--- src/rtl/goods_key_entry.sv ---
// goods_key_entry: debounces the 16 front-panel keys and builds a goods selection
// (high code, low code, quantity) handed over on sel_valid/sel_ack. Optional idle abort: ENTRY_TIMEOUT_EN.
module goods_key_entry #(
    parameter logic [24:0] SAMPLE_DIV  = 25'd499_999,
    parameter int          DEB_LEN     = 3,
    parameter logic [11:0] TIMEOUT_SMP = 12'd3000
) (
    input  logic        sys_clk,
    input  logic        sys_rst_n,
    input  logic [15:0] key_raw,
    input  logic        sel_ack,
    output logic [15:0] key_level,
    output logic [15:0] key_pulse,
    output logic [2:0]  goods_high,
    output logic [2:0]  goods_low,
    output logic [1:0]  goods_num,
    output logic        sel_valid,
    output logic [2:0]  entry_phase,
    output logic        entry_err
);

    typedef enum logic [2:0] {
        PH_HIGH    = 3'd0,
        PH_LOW     = 3'd1,
        PH_NUM     = 3'd2,
        PH_CONFIRM = 3'd3,
        PH_VALID   = 3'd4
    } phase_e;

    localparam logic [3:0] KEY_CLEAR   = 4'd14;
    localparam logic [3:0] KEY_CONFIRM = 4'd15;

    logic [15:0]               sync1_q, sync2_q;
    logic [24:0]               div_cnt_q;
    logic                      tick;
    logic [15:0][DEB_LEN-1:0]  hist_q, hist_d;
    logic [15:0]               level_q, level_d, level_dly_q, pulse_q;

    phase_e      phase_q;
    logic [2:0]  high_q, low_q;
    logic [1:0]  num_q;
    logic        valid_q, err_q;

    logic [3:0]  key_idx;
    logic        single, is_digit, is_qty, is_clear, is_confirm;
    logic        ev_digit_ok, ev_qty_ok, ev_conf_ok, ev_clear_ok, accept, key_bad;
    logic        timeout_hit;

    assign tick = (div_cnt_q == SAMPLE_DIV - 25'd1);

    // Two-flop synchroniser for the asynchronous key inputs, plus the sample divider.
    always_ff @(posedge sys_clk or negedge sys_rst_n) begin
        if (!sys_rst_n) begin
            sync1_q   <= '0;
            sync2_q   <= '0;
            div_cnt_q <= '0;
        end else begin
            // NOTE: sequential state uses <= so every flop samples pre-edge values;
            // a blocking = here would collapse the two synchroniser stages into one.
            sync1_q   <= key_raw;
            sync2_q   <= sync1_q;
            div_cnt_q <= tick ? '0 : div_cnt_q + 25'd1;
        end
    end

    always_comb begin
        // NOTE: every always_comb output gets a default first, otherwise paths that
        // skip the assignment (no tick) would infer latches.
        hist_d  = hist_q;
        level_d = level_q;
        if (tick) begin
            for (int i = 0; i < 16; i++) begin
                hist_d[i] = {hist_q[i][DEB_LEN-2:0], sync2_q[i]};
                if (&hist_d[i]) begin
                    level_d[i] = 1'b1;
                end else if (~|hist_d[i]) begin
                    level_d[i] = 1'b0;
                end
            end
        end
    end

    always_ff @(posedge sys_clk or negedge sys_rst_n) begin
        if (!sys_rst_n) begin
            // NOTE: the sample history is a small flop array, not a RAM, so it is reset
            // like any register; an unreset history could fire a pulse after reset.
            hist_q      <= '0;
            level_q     <= '0;
            level_dly_q <= '0;
            pulse_q     <= '0;
        end else begin
            hist_q      <= hist_d;
            level_q     <= level_d;
            level_dly_q <= level_q;
            pulse_q     <= level_q & ~level_dly_q;
        end
    end

    // Event decode: only a single-bit pulse is a key event; several bits at once is an error.
    always_comb begin
        key_idx = '0;
        for (int i = 0; i < 16; i++) begin
            if (pulse_q[i]) key_idx = 4'(i);
        end
        single      = $onehot(pulse_q);
        is_digit    = single && !key_idx[3];
        is_qty      = single && (key_idx inside {4'd8, 4'd9, 4'd10});
        is_clear    = single && (key_idx == KEY_CLEAR);
        is_confirm  = single && (key_idx == KEY_CONFIRM);
        ev_digit_ok = is_digit && (phase_q == PH_HIGH || phase_q == PH_LOW);
        ev_qty_ok   = is_qty && (phase_q == PH_NUM);
        ev_conf_ok  = is_confirm && (phase_q == PH_CONFIRM);
        ev_clear_ok = is_clear && (phase_q != PH_VALID);
        accept      = ev_digit_ok || ev_qty_ok || ev_conf_ok || ev_clear_ok;
        key_bad     = (|pulse_q) && (phase_q != PH_VALID) && !accept;
    end

`ifdef ENTRY_TIMEOUT_EN
    logic [11:0] idle_q;
    logic        in_entry;

    assign in_entry    = (phase_q == PH_LOW) || (phase_q == PH_NUM) || (phase_q == PH_CONFIRM);
    assign timeout_hit = in_entry && (idle_q == TIMEOUT_SMP);

    always_ff @(posedge sys_clk or negedge sys_rst_n) begin
        if (!sys_rst_n) begin
            idle_q <= '0;
        end else if (!in_entry || accept || timeout_hit) begin
            idle_q <= '0;
        end else if (tick) begin
            idle_q <= idle_q + 12'd1;
        end
    end
`else
    logic unused_timeout;

    assign timeout_hit    = 1'b0;
    assign unused_timeout = ^TIMEOUT_SMP;
`endif

    // Entry FSM; an abort (timeout or CLEAR) takes precedence over the phase logic.
    always_ff @(posedge sys_clk or negedge sys_rst_n) begin
        if (!sys_rst_n) begin
            phase_q <= PH_HIGH;
            high_q  <= '0;
            low_q   <= '0;
            num_q   <= '0;
            valid_q <= 1'b0;
            err_q   <= 1'b0;
        end else begin
            err_q <= 1'b0;
            if (timeout_hit) begin
                phase_q <= PH_HIGH;
                high_q  <= '0;
                low_q   <= '0;
                num_q   <= '0;
                err_q   <= 1'b1;
            end else if (ev_clear_ok) begin
                phase_q <= PH_HIGH;
                high_q  <= '0;
                low_q   <= '0;
                num_q   <= '0;
            end else begin
                case (phase_q)
                    PH_HIGH: begin
                        if (is_digit) begin
                            high_q  <= key_idx[2:0];
                            phase_q <= PH_LOW;
                        end
                    end
                    PH_LOW: begin
                        if (is_digit) begin
                            low_q   <= key_idx[2:0];
                            phase_q <= PH_NUM;
                        end
                    end
                    PH_NUM: begin
                        if (is_qty) begin
                            num_q   <= key_idx[1:0] + 2'd1;
                            phase_q <= PH_CONFIRM;
                        end
                    end
                    PH_CONFIRM: begin
                        if (is_confirm) begin
                            valid_q <= 1'b1;
                            phase_q <= PH_VALID;
                        end
                    end
                    PH_VALID: begin
                        // Keys are ignored here, so an ack in the same cycle as a key wins.
                        if (sel_ack) begin
                            valid_q <= 1'b0;
                            high_q  <= '0;
                            low_q   <= '0;
                            num_q   <= '0;
                            phase_q <= PH_HIGH;
                        end
                    end
                    default: phase_q <= PH_HIGH;
                endcase
                if (key_bad) err_q <= 1'b1;
            end
        end
    end

    assign key_level   = level_q;
    assign key_pulse   = pulse_q;
    assign goods_high  = high_q;
    assign goods_low   = low_q;
    assign goods_num   = num_q;
    assign sel_valid   = valid_q;
    assign entry_phase = phase_q;
    assign entry_err   = err_q;

endmodule

--- config.mk ---
export PLATFORM = sky130hd
export DESIGN_NAME = goods_key_entry
export DESIGN_NICKNAME = d
export VERILOG_FILES = /design/src/rtl/goods_key_entry.sv
export SDC_FILE = /design/constraint.sdc
export NUM_CORES = 1
export LEC_CHECK = 0
export ABC_AREA = 0
export CAP_MARGIN = 20
export CORE_MARGIN = 1.5
export CORE_UTILIZATION = 45
export CTS_CLUSTER_SIZE = 25
export DETAILED_ROUTE_END_ITERATION = 8
export DONT_BUFFER_PORTS = 1
export PLACE_DENSITY_LB_ADDON = 0.05
export SETUP_SLACK_MARGIN = 0.2
export SLEW_MARGIN = 5
export SYNTH_ARGS = -nofsm -noshare
export SYNTH_HDL_FRONTEND = slang
export SYNTH_SLANG_ARGS = --single-unit
export TNS_END_PERCENT = 1
--- constraint.sdc ---
create_clock -name sys_clk -period 5.8 [get_ports sys_clk]
set_input_delay 1.16 -clock sys_clk [delete_from_list [all_inputs] [get_ports sys_clk]]
set_output_delay 1.16 -clock sys_clk [all_outputs]
set_load 0.02 [all_outputs]
# Word-level counts from Yosys, hierarchy flattened
# Cells that the tools add are included.
[totals]
register_bits = 150
elab_cells = 243
[op_classes]
addsub = 17
n_eq_ne = 35
mux = 69
n_bitwise = 3
reduce_logical = 76
[op_table]
columns = ["op", "n"]
rows = [
  ["3-bit AND reduction", 19],
  ["3-bit OR reduction", 16],
  ["3-bit two-way mux", 13],
  ["1-bit two-way mux", 37],
  ["2-bit != test (second input constant)", 18],
  ["4-bit two-way mux", 8],
  ["2-bit AND reduction", 16],
  ["25-bit by 1-bit adder with 25-bit output (second input constant)", 1],
  ["25-bit by 19-bit equality test with 1-bit output (second input constant)", 1],
  ["25-bit two-way mux", 1],
  ["4-bit equality test (second input constant)", 5],
  ["3-bit != test (second input constant)", 6],
  ["1-bit by 1-bit adder with 2-bit output", 8],
  ["16-bit AND", 1],
  ["16-bit NOT", 1],
  ["16-bit OR reduction", 1],
  ["3-bit one-hot mux with 5 select lines", 1],
  ["2-bit by 2-bit adder with 3-bit output", 4],
  ["3-bit one-hot mux with 2 select lines", 2],
  ["3-bit nonzero test", 4],
  ["1-bit logical AND", 10],
  ["2-bit two-way mux", 5],
  ["3-bit by 3-bit adder with 4-bit output", 2],
  ["3-bit by 2-bit equality test with 1-bit output (second input constant)", 2],
  ["other kinds (14)", 18],
]

# Depth between registers and ports, before layout
# Gate-level depths: netlist of run 1.
[logic_depth]
depth_word = 26
mapped_depth = 15
ltp_nobuf = 15

# Least setup slack after synthesis of run 1
# No wires, ideal clock.
[synth_path]
kind = "register to register"
startpoint = "reg pulse_q[5] (netlist: key_pulse[5])"
endpoint = "reg num_q[1] (netlist: goods_num[1])"
setup_time_ns = 0.123
arrival_ns = 5.066
t_required_ns = 5.677
setup_slack_ns = 0.611
stages_incl_launch_ff = 16
period_less_slack_ns = 5.189
path_cell_list = "dfrtp_1 inv_1 fa_1 inv_1 fa_1 fa_1 inv_1 fa_1 inv_1 ha_1 fa_1 nor4b_4 o211ai_4 or4_4 or4_1 o221a_1"
[synth_via]
elab_chain_cells = 16
[synth_lines]
columns = ["element", "line", "rtl"]
rows = [
  ["from (decl)", "37", "logic [15:0] level_q, level_d, level_dly_q, pulse_q;"],
  ["from (signal assigned)", "95", "pulse_q <= level_q & ~level_dly_q;"],
  ["branches (longest 16 deep; another with 4-bit by 4-bit adder with 5-bit output)", "n/a", ""],
  ["to (signal assigned)", "179", "num_q <= key_idx[1:0] + 2'd1;"],
  ["to (decl)", "41", "logic [1:0] num_q;"],
]
# Several ways; the timed one is not identified. The select of a mux whose other input is x is not followed.
# A chain may end at the register's enable or synchronous reset.

# Worst setup path after layout of run 1
[layout_path]
startpoint = "reg pulse_q[7] (netlist: key_pulse[7])"
endpoint = "reg num_q[1] (netlist: goods_num[1])"
[layout_via]
elab_chain_cells = 14
[layout_lines]
columns = ["element"]
rows = [
  ["branches (longest 14 deep; another with 4-bit by 4-bit adder with 5-bit output)"],
]
# Several ways; the timed one is not identified. The select of a mux whose other input is x is not followed.

==> impl_metrics.tcl, run 1 <==
set metrics [dict create \
    p_clk_share_pct 50.5 \
    synth-seq-area-share_pct 61.9 \
    drt_iter0_drc 248 \
    synth_cell_types 49 \
    vias 3772 \
    cp_max_fo 9 \
    design_area_um2 6860 \
    slew_viol_final 0 \
    ant_nets 0 \
    synth_edf_count 0 \
    cts_setup_buffers 0 \
    cts_buffer_depth 2 \
    globalplace.congestion 0.804 \
    worst_slew_pin_slew_ps 1000 \
    drc 0 \
    synthArstFlopShare_pct 100 \
    clock-skew-final_ps 4.42 \
    cts_buffers 17 \
    whs_ps 345 \
    syn_nets 566 \
    hold_start "sync1_q[12]" \
    finalHoldViolCount 0 \
    dp_slack_ps 383 \
    antenna_found_initial 0 \
    synth.area.top_cells "dfrtp_1 62%, o21ai_0 4.5%, fa_1 3.3%" \
    portBuffers 0 \
    grt_pass1_wl_mm 18.9 \
    insertion_delay_ps 410 \
    cp-start-kind "flip-flop" \
    r2r_slack_ps 410 \
    ir_worst_vdd_uv 215 \
    coreArea_um2 13200 \
    dpl-instance-area_um2 6260 \
    crit_family "adder cells" \
    synth_commonest_cells "150 x dfrtp_1, 55 x o21ai_0, 49 x inv_1" \
    placed_cells 693 \
    power.leakage_nw 3.14 \
    avgSynthCellArea_um2 11.5 \
    timing.final.ws_setup_ps 405 \
    min_path_type "reg -> reg" \
    finalCritPeriodShare_pct 93.0 \
    fin_total_pwr_mw 2.17 \
    drive_above_1_share_pct 8.20 \
    yosys.area.top_type_share_pct 61.9 \
    clock-sinks 150 \
    grt_max_degree 151 \
    synth_cells 529 \
    grtUsageTotal_pct 17.1 \
    die_h_um 119 \
    crit_path_cell_trace "inv_1 > fa_1 > inv_1 > fa_1 > fa_1 > inv_1 > fa_1 > inv_1 > ha_1 > fa_1 > nor4b_4 > o211ai_4 > or4_4 > or4_1 > o221a_1" \
    rows 42 \
    power-per-cell-area_nw_per_um2 317 \
    cts_tree "done" \
    avgViaCountPerCell 5.20 \
    wirelength_mm 11.0 \
    cp.arrival_ps 5690 \
    synth_area_um2 6070 \
    hpwl_mm 7.37 \
    ctsResizeCount 0 \
    final_util_pct 52.0 \
    start_util_pct 46.0 \
    seqPwrFrac_pct 49.3 \
    htree_levels 4 \
    setup_tns_ps 0 \
    ys_warn_count 0 \
    antenna_cells 0 \
    r2r_start "key_pulse[7]" \
    cp.required_ps 6090 \
    synthFlopType "dfrtp_1" \
    stdcell_count 725 \
    hold_end "sync2_q[12]" \
    critical-path-slowest-cell "or4_4" \
    slew_headroom_pct 32.2 \
    power_frac_comb_pct 0.1 \
    cap_violations 0 \
    drt-pass1-iter-count 4 \
    yosysMostFrequentCell "dfrtp_1" \
    fmax_mhz 185 \
    ioPinCount 64 \
    grt_pass1_vias 3726 \
    grt_overflow 0 \
    rr_endpoint "goods_num[1]" \
    ys_seq_elements 150 \
    final_nets 573 \
    die_w_um 119 \
    p_sw_mw 0.445 \
    syn2layout_area_growth_pct 13.1 \
    path_buf_inv 4 \
    route.detailed.wl_per_inst_um 15.2 \
    crit_type "reg -> reg" \
    clock-root-buffer "clkbuf_16" \
    dieArea_um2 14200 \
    outcome "complete, no violations" \
    path_clk_slew_ps 60 \
    cts_hold_buffers 0 \
    min_period_ps 5390 \
    rsz0062_at_grt "false" \
    worst_setup_path_end_kind "flip-flop" \
    hold_path_depth 0 \
    r2r_cells 15 \
    worst_path_most_repeated_cell "fa_1" \
    yosysTopAreaCell "dfrtp_1" \
    swShare_pct 20.5 \
    setup-violations-final 0 \
    p_int_mw 1.73 \
    max_stage_delay_ps 580 \
]
[layout by cell type, fill, tap and decap left out, types with 17 or more instances in the layout]
master     Yosys  routed
dfrtp_1      150     149
o21ai_0       55      55
inv_1         49      49
nand2_1       45      45
nor2_1        30      29
o31ai_1       19      19
a31oi_1       19      19
nor2b_1       18      18
clkbuf_16      0      17
[worst max-delay path by stage]
stage	cells after the start	slack (ps)	from	endpoint
final	15	410	key_pulse[7]	goods_num[1]
after global routing	15	210	key_pulse[7]	goods_num[1]
after CTS	15	360	key_pulse[5]	goods_num[1]
after detailed placement	15	380	key_pulse[5]	goods_num[1]
after global placement	15	460	key_pulse[5]	goods_num[1]
after floorplan	15	610	key_pulse[5]	goods_num[1]
[sequential cells by signal, summed over array words and instances, names as in the netlist, 16 cells and up]
| signal | count |
|---|---|
| div_cnt_q | 25 |
| level_dly_q | 16 |
| key_pulse | 16 |
| hist_q | 32 |
| sync2_q | 16 |
| sync1_q | 16 |
| key_level | 16 |
[routing by layer]
layer	vias up	global-route usage (%)	share of wire, %
met5	-	0	0
met4	0	6.78	1.5
met3	10	4.98	4.1
met2	76	25.2	46
met1	1844	23.9	49
li1	1842	-	-
[cell type report]
cell class                 count  area, um2
timing repair buffer           3       22.5
fill                        1186       6330
tap                          176        220
multi-input combinational    315       2080
clock inverter                12        143
clock buffer                  20        457
inverter                      49        184
sequential                   150       3750
[power by group through the flow]
| stage | sequential (mW) | combinational (mW) | clock (mW) |
|---|---|---|---|
| final | 1.07 | 0.00296 | 1.10 |
| after global routing | 1.07 | 0.00340 | 1.17 |
| after CTS | 1.07 | 0.00300 | 1.13 |
| after detailed placement | 1.09 | 0.00300 | 0 |
| after global placement | 1.09 | 0.00292 | 0 |
| after floorplan | 1.09 | 0.00266 | 0 |
[cell families (layout without fill, tap and decap cells)]
| group | count (synthesis) | after routing | synth area share (%) |
|---|---|---|---|
| AND/OR/NAND/NOR | 150 | 150 | 12.8 |
| AO/OA/AOI/OAI | 122 | 122 | 12.7 |
| XOR/XNOR | 22 | 22 | 3.18 |
| multiplexers | 3 | 3 | 0.557 |
| flip-flops | 150 | 150 | 61.9 |
| buffers and inverters | 64 | 84 | 3.96 |
| adder cells (fa/ha/maj) | 18 | 18 | 4.95 |
Power figures use the tool's default switching activity.
==> run 2: changes to the inputs <==
--- a/config.mk
+++ b/config.mk
@@ -7,11 +7,13 @@
 export LEC_CHECK = 0
 export ABC_AREA = 0
 export CAP_MARGIN = 20
+export CORE_ASPECT_RATIO = 0.5
 export CORE_MARGIN = 1.5
 export CORE_UTILIZATION = 45
 export CTS_CLUSTER_SIZE = 25
 export DETAILED_ROUTE_END_ITERATION = 8
 export DONT_BUFFER_PORTS = 1
+export MAX_ROUTING_LAYER = met4
 export PLACE_DENSITY_LB_ADDON = 0.05
 export SETUP_SLACK_MARGIN = 0.2
 export SLEW_MARGIN = 5
==> run 2 against run 1 <==
  * First-iteration DRC count is 16% lower
  * Power up 3.0%
  * Clock-buffer cell count decreased by 1
  * Worst hold slack better by 2.3 ps
  * Non-clock buffer count up 1
  * Critical endpoint unchanged
==> impl_metrics.tcl, run 2 (synthesis gave the netlist of run 1 again) <==
set metrics [dict create \
    clock-skew-final_ps 12.0 \
    cp-startpoint "key_pulse[11]" \
    slew_viol_final 0 \
    final_nets 574 \
    cts_hold_buffers 0 \
    crit_path_end "goods_num[1]" \
    grtUsageTotal_pct 18.4 \
    dpl-instance-area_um2 6260 \
    reg.largest.list "hist_q x32, div_cnt_q x25" \
    cp.arrival_ps 5710 \
    antenna_cells 0 \
    dieArea_um2 14200 \
    finalCritPeriodShare_pct 93.3 \
    grt_pass1_vias 3691 \
    worst_setup_path_end_kind "flip-flop" \
    grt_max_degree 151 \
    regArea_um2 3760 \
    path_clk_slew_ps 60 \
    timing.final.ws_setup_ps 387 \
    antenna_found_initial 0 \
    rr_endpoint "goods_num[1]" \
    coreArea_um2 12900 \
    die_w_um 167 \
    drc 0 \
    power_frac_comb_pct 0.1 \
    swShare_pct 19.5 \
    start_util_pct 47.0 \
    grt_overflow 0 \
    fmax_mhz 185 \
    rsz0062_at_grt "false" \
    ir_worst_vdd_uv 217 \
    die_h_um 85.1 \
    portBuffers 0 \
    p_int_mw 1.80 \
    slew_headroom_pct 34.2 \
    drt-pass1-iter-count 4 \
    max_stage_delay_ps 590 \
    htree_levels 4 \
    design_area_um2 6900 \
    final_common_cell "dfrtp_1" \
    power-per-cell-area_nw_per_um2 325 \
    min_path_type "reg -> reg" \
    dp_slack_ps 388 \
    syn2layout_area_growth_pct 13.6 \
    min_period_ps 5410 \
    ant_nets 0 \
    cp-start-kind "flip-flop" \
    ioPinCount 64 \
    vias 3811 \
    r2r_slack_ps 390 \
    cap_violations 0 \
    final_cell_mix "148 x dfrtp_1, 55 x o21ai_0, 49 x inv_1, 45 x nand2_1, 29 x nor2_1" \
    avgViaCountPerCell 5.30 \
    largest_reg_flops 32 \
    multi_input_area_um2 2080 \
    setup-violations-final 0 \
    drive_above_1_share_pct 8.56 \
    seqPwrFrac_pct 47.9 \
    rows 29 \
    route.detailed.wl_per_inst_um 16.0 \
    crit_path_cell_trace "fa_1 > inv_1 > fa_1 > inv_1 > fa_1 > inv_1 > fa_1 > inv_1 > ha_1 > fa_1 > nor4b_4 > o211ai_4 > or4_4 > or4_1 > o221a_1" \
    drt_iter0_drc 208 \
    clock-root-buffer "clkbuf_16" \
    worst_slew_pin_slew_ps 977 \
    setup_tns_ps 0 \
    whs_ps 347 \
    insertion_delay_ps 420 \
    cts_buffer_depth 2 \
    crit_type "reg -> reg" \
    cp.required_ps 6100 \
    cts_buffers 17 \
    clock-sinks 150 \
    largest-register "hist_q" \
    cp_max_fo 9 \
    globalplace.congestion 0.900 \
    fin_total_pwr_mw 2.24 \
    p_sw_mw 0.435 \
    power.leakage_nw 3.16 \
    critical-path-slowest-cell "fa_1" \
    p_clk_share_pct 52.0 \
    finalHoldViolCount 0 \
    nFillCells 1110 \
    grt_pass1_wl_mm 19.4 \
    r2r_start "key_pulse[11]" \
    worst_path_most_repeated_cell "fa_1" \
    r2r_cells 15 \
    wirelength_mm 11.5 \
    cts_tree "done" \
    outcome "complete, no violations" \
    hpwl_mm 7.64 \
]
## run 2: how the worst min path moves through the flow
stage                 from          end  slack, ps  cells past startpoint
2_1_floorplan   sync1_q[0]   sync2_q[0]        330                      0
3_3_place_gp   sync1_q[12]  sync2_q[12]        330                      0
3_5_place_dp   sync1_q[13]  sync2_q[13]        330                      0
4_1_cts        sync1_q[13]  sync2_q[13]        350                      0
5_1_grt         sync1_q[8]   sync2_q[8]        350                      0
6_report        sync1_q[0]   sync2_q[0]        350                      0
## run 2: worst max-delay path: cells and delay by family (launching register included)
kind	cells	cell delay, ps
fa+ha+maj	6	2710
buf+inv	4	190
flops	1	530
compound gates	2	420
simple gates	3	1460
## run 2: power by group through the flow
stage | sequential [mW] | clock (mW) | combinational, mW
finish | 1.07 | 1.16 | 0.00298
global route | 1.07 | 1.23 | 0.00355
CTS | 1.07 | 1.19 | 0.00298
detailed placement | 1.09 | 0 | 0.00295
global placement | 1.09 | 0 | 0.00289
floorplan | 1.09 | 0 | 0.00266
## run 2: layer usage
metal	global-route usage (%)	wire length [um]	up-vias
li1	-	-	1850
met1	26.5	5930	1871
met2	25.5	4980	77
met3	3.87	490	13
met4	7.21	126	0
met5	-	0	-
## run 2: per-stage QoR
step | util (%) | cells
6_report | 53.4 | 719
4_1_cts | 53.4 | 719
3_3_place_gp | 48.5 | 688
5_1_grt | 53.4 | 719
3_5_place_dp | 48.5 | 688
2_1_floorplan | - | 529
## run 2: cell type report
type,instances,share of cell area (%)
Clock inverter,12,2.58
Inverter,49,2.67
Clock buffer,19,6.57
Tap cell,170,3.08
Sequential cell,150,54.5
Multi-Input combinational cell,315,30.2
Timing Repair Buffer,4,0.435
## run 2: timing repair
action / CTS / global route
buffers inserted: 0 / 0
gates resized for setup: 0 / 2
endpoints found under the setup margin: 0 / 1
==> run 3: changes to the inputs <==
--- a/config.mk
+++ b/config.mk
@@ -7,9 +7,9 @@
 export LEC_CHECK = 0
 export ABC_AREA = 0
 export CAP_MARGIN = 20
-export CORE_ASPECT_RATIO = 0.5
 export CORE_MARGIN = 1.5
 export CORE_UTILIZATION = 45
+export CTS_BUF_LIST = sky130_fd_sc_hd__clkbuf_4
 export CTS_CLUSTER_SIZE = 25
 export DETAILED_ROUTE_END_ITERATION = 8
 export DONT_BUFFER_PORTS = 1
==> run 3 against run 2 <==
  * Register-to-register slack better by 50 ps
  * Clock skew up 3.0 ps
  * Setup slack better by 47 ps
  * Critical path depth unchanged
  * Via count about the same
  * Sequential share of layout area up 2.7 points
  * Non-clock buffer count down 1
  * Die area down 0.30%
  * Sequential power about the same
  * Critical path type unchanged
==> impl_metrics.tcl, run 3 (synthesis gave the netlist of run 1 again) <==
set metrics [dict create \
    cp.required_ps 6250 \
    power-per-cell-area_nw_per_um2 266 \
    ant_nets 0 \
    setup_tns_ps 0 \
    cts_buffer_depth 2 \
    power_frac_comb_pct 0.2 \
    nFillCells 1208 \
    r2r_start "key_pulse[13]" \
    grt_pass1_wl_mm 18.7 \
    grt_max_degree 151 \
    whs_ps 284 \
    drt_iter0_drc 354 \
    die_h_um 119 \
    finalHoldViolCount 0 \
    final_common_cell "dfrtp_1" \
    multi_input_area_um2 2080 \
    drive_above_1_share_pct 8.74 \
    path_clk_slew_ps 130 \
    dpl-instance-area_um2 6260 \
    p_int_mw 1.36 \
    final_util_pct 49.8 \
    grtUsageTotal_pct 17.7 \
    stdcell_count 726 \
    placed_cells 693 \
    slew_headroom_pct 27.9 \
    finalCritPeriodShare_pct 92.5 \
    crit_type "reg -> reg" \
    rr_endpoint "goods_num[1]" \
    seqPwrFrac_pct 61.1 \
    start_util_pct 46.0 \
    fmax_mhz 186 \
    final_nets 573 \
    route.detailed.wl_per_inst_um 15.2 \
    regArea_um2 3760 \
    largest-register "hist_q" \
    design_area_um2 6580 \
    dp_slack_ps 394 \
    r2r_slack_ps 430 \
    swShare_pct 22.4 \
    power.leakage_nw 2.99 \
    clock-skew-final_ps 15.0 \
    syn2layout_area_growth_pct 8.35 \
    die_w_um 119 \
    drt-pass1-iter-count 4 \
    ioPinCount 64 \
    final_cell_mix "146 x dfrtp_1, 55 x o21ai_0, 49 x inv_1, 45 x nand2_1, 29 x nor2_1" \
    clock-sinks 150 \
    p_sw_mw 0.392 \
    timing.final.ws_setup_ps 434 \
    clock-root-buffer "clkbuf_4" \
    cp_max_fo 9 \
    min_path_type "in -> async" \
    grt_overflow 0 \
    portBuffers 0 \
    fin_total_pwr_mw 1.75 \
    setup-violations-final 0 \
    avgViaCountPerCell 5.25 \
    globalplace.congestion 0.798 \
    wirelength_mm 11.0 \
    grt_pass1_vias 3662 \
    hpwl_mm 7.52 \
    drc 0 \
    p_clk_share_pct 38.7 \
    insertion_delay_ps 550 \
    vias 3810 \
    cp-start-kind "flip-flop" \
    coreArea_um2 13200 \
    rows 42 \
    ir_worst_vdd_uv 172 \
    largest_reg_flops 32 \
    reg.largest.list "hist_q x32, div_cnt_q x25" \
    r2r_cells 15 \
    worst_slew_pin_slew_ps 1070 \
    worst_setup_path_end_kind "flip-flop" \
    cts_tree "done" \
    min_period_ps 5370 \
    antenna_found_initial 1 \
    outcome "complete, no violations" \
    slew_viol_final 0 \
    dieArea_um2 14200 \
    cts_hold_buffers 0 \
    rsz0062_at_grt "false" \
    cts_buffers 17 \
    cp.arrival_ps 5810 \
    cap_violations 0 \
    htree_levels 4 \
]
[run 3: changes by cell type in the layout (fill, tap and decap cells not counted), sizes merged]
cell      change
inv           +3
buf           -1
clkbuf        -2
clkinvlp      +3
clkinv        -2
bufinv        -1
diode         +1
[run 3: what timing repair did]
action,CTS,global route
setup endpoints to repair,0,1
setup buffers,0,0
gates resized for setup,0,4
[run 3: final cells by class]
cell class              instances  share of cell area [%]
clock buffers                  17                    1.94
multi-input cells             315                    31.7
flip-flops and latches        150                    57.2
inverters                      49                    2.80
clock inverters                15                    2.70
diodes                          1                  0.0381
well taps                     176                    3.35
repair buffers                  3                   0.343
[run 3: metal layers]
layer | routed length, um | vias to the layer above | share of wire [%] | GRT usage (%)
met3 | 566 | 16 | 5.1 | 6.37
met4 | 208 | 0 | 1.9 | 7.38
li1 | - | 1847 | - | -
met5 | 0 | - | 0 | -
met1 | 5110 | 1863 | 46 | 22.8
met2 | 5120 | 84 | 47 | 25.6
[run 3: power by group through the flow]
stage	Sequential (mW)	Combinational, mW	Clock [mW]
finish	1.07	0.00305	0.679
global route	1.07	0.00347	0.749
CTS	1.07	0.00307	0.707
detailed placement	1.09	0.00305	0
global placement	1.09	0.00292	0
floorplan	1.09	0.00266	0
[run 3: worst max-delay path by stage]
stage / to / slack [ps] / cells after the start / startpoint
after global placement: goods_num[1] / 460 / 15 / key_pulse[5]
after floorplan: goods_num[1] / 610 / 15 / key_pulse[5]
after CTS: goods_num[1] / 360 / 15 / key_pulse[5]
after detailed placement: goods_num[1] / 390 / 15 / key_pulse[5]
final: goods_num[1] / 430 / 15 / key_pulse[13]
after global routing: goods_num[1] / 240 / 15 / key_pulse[5]
[run 3: worst max-delay path, stage by stage, from the launching register on]
cell and delay (ps):
dfrtp_1 550, fa_1 560, inv_1 50, fa_1 470
inv_1 50, fa_1 480, inv_1 60, fa_1 480
inv_1 40, ha_1 200, fa_1 480, nor4b_4 350
o211ai_4 180, or4_4 580, or4_1 510, o221a_1 230
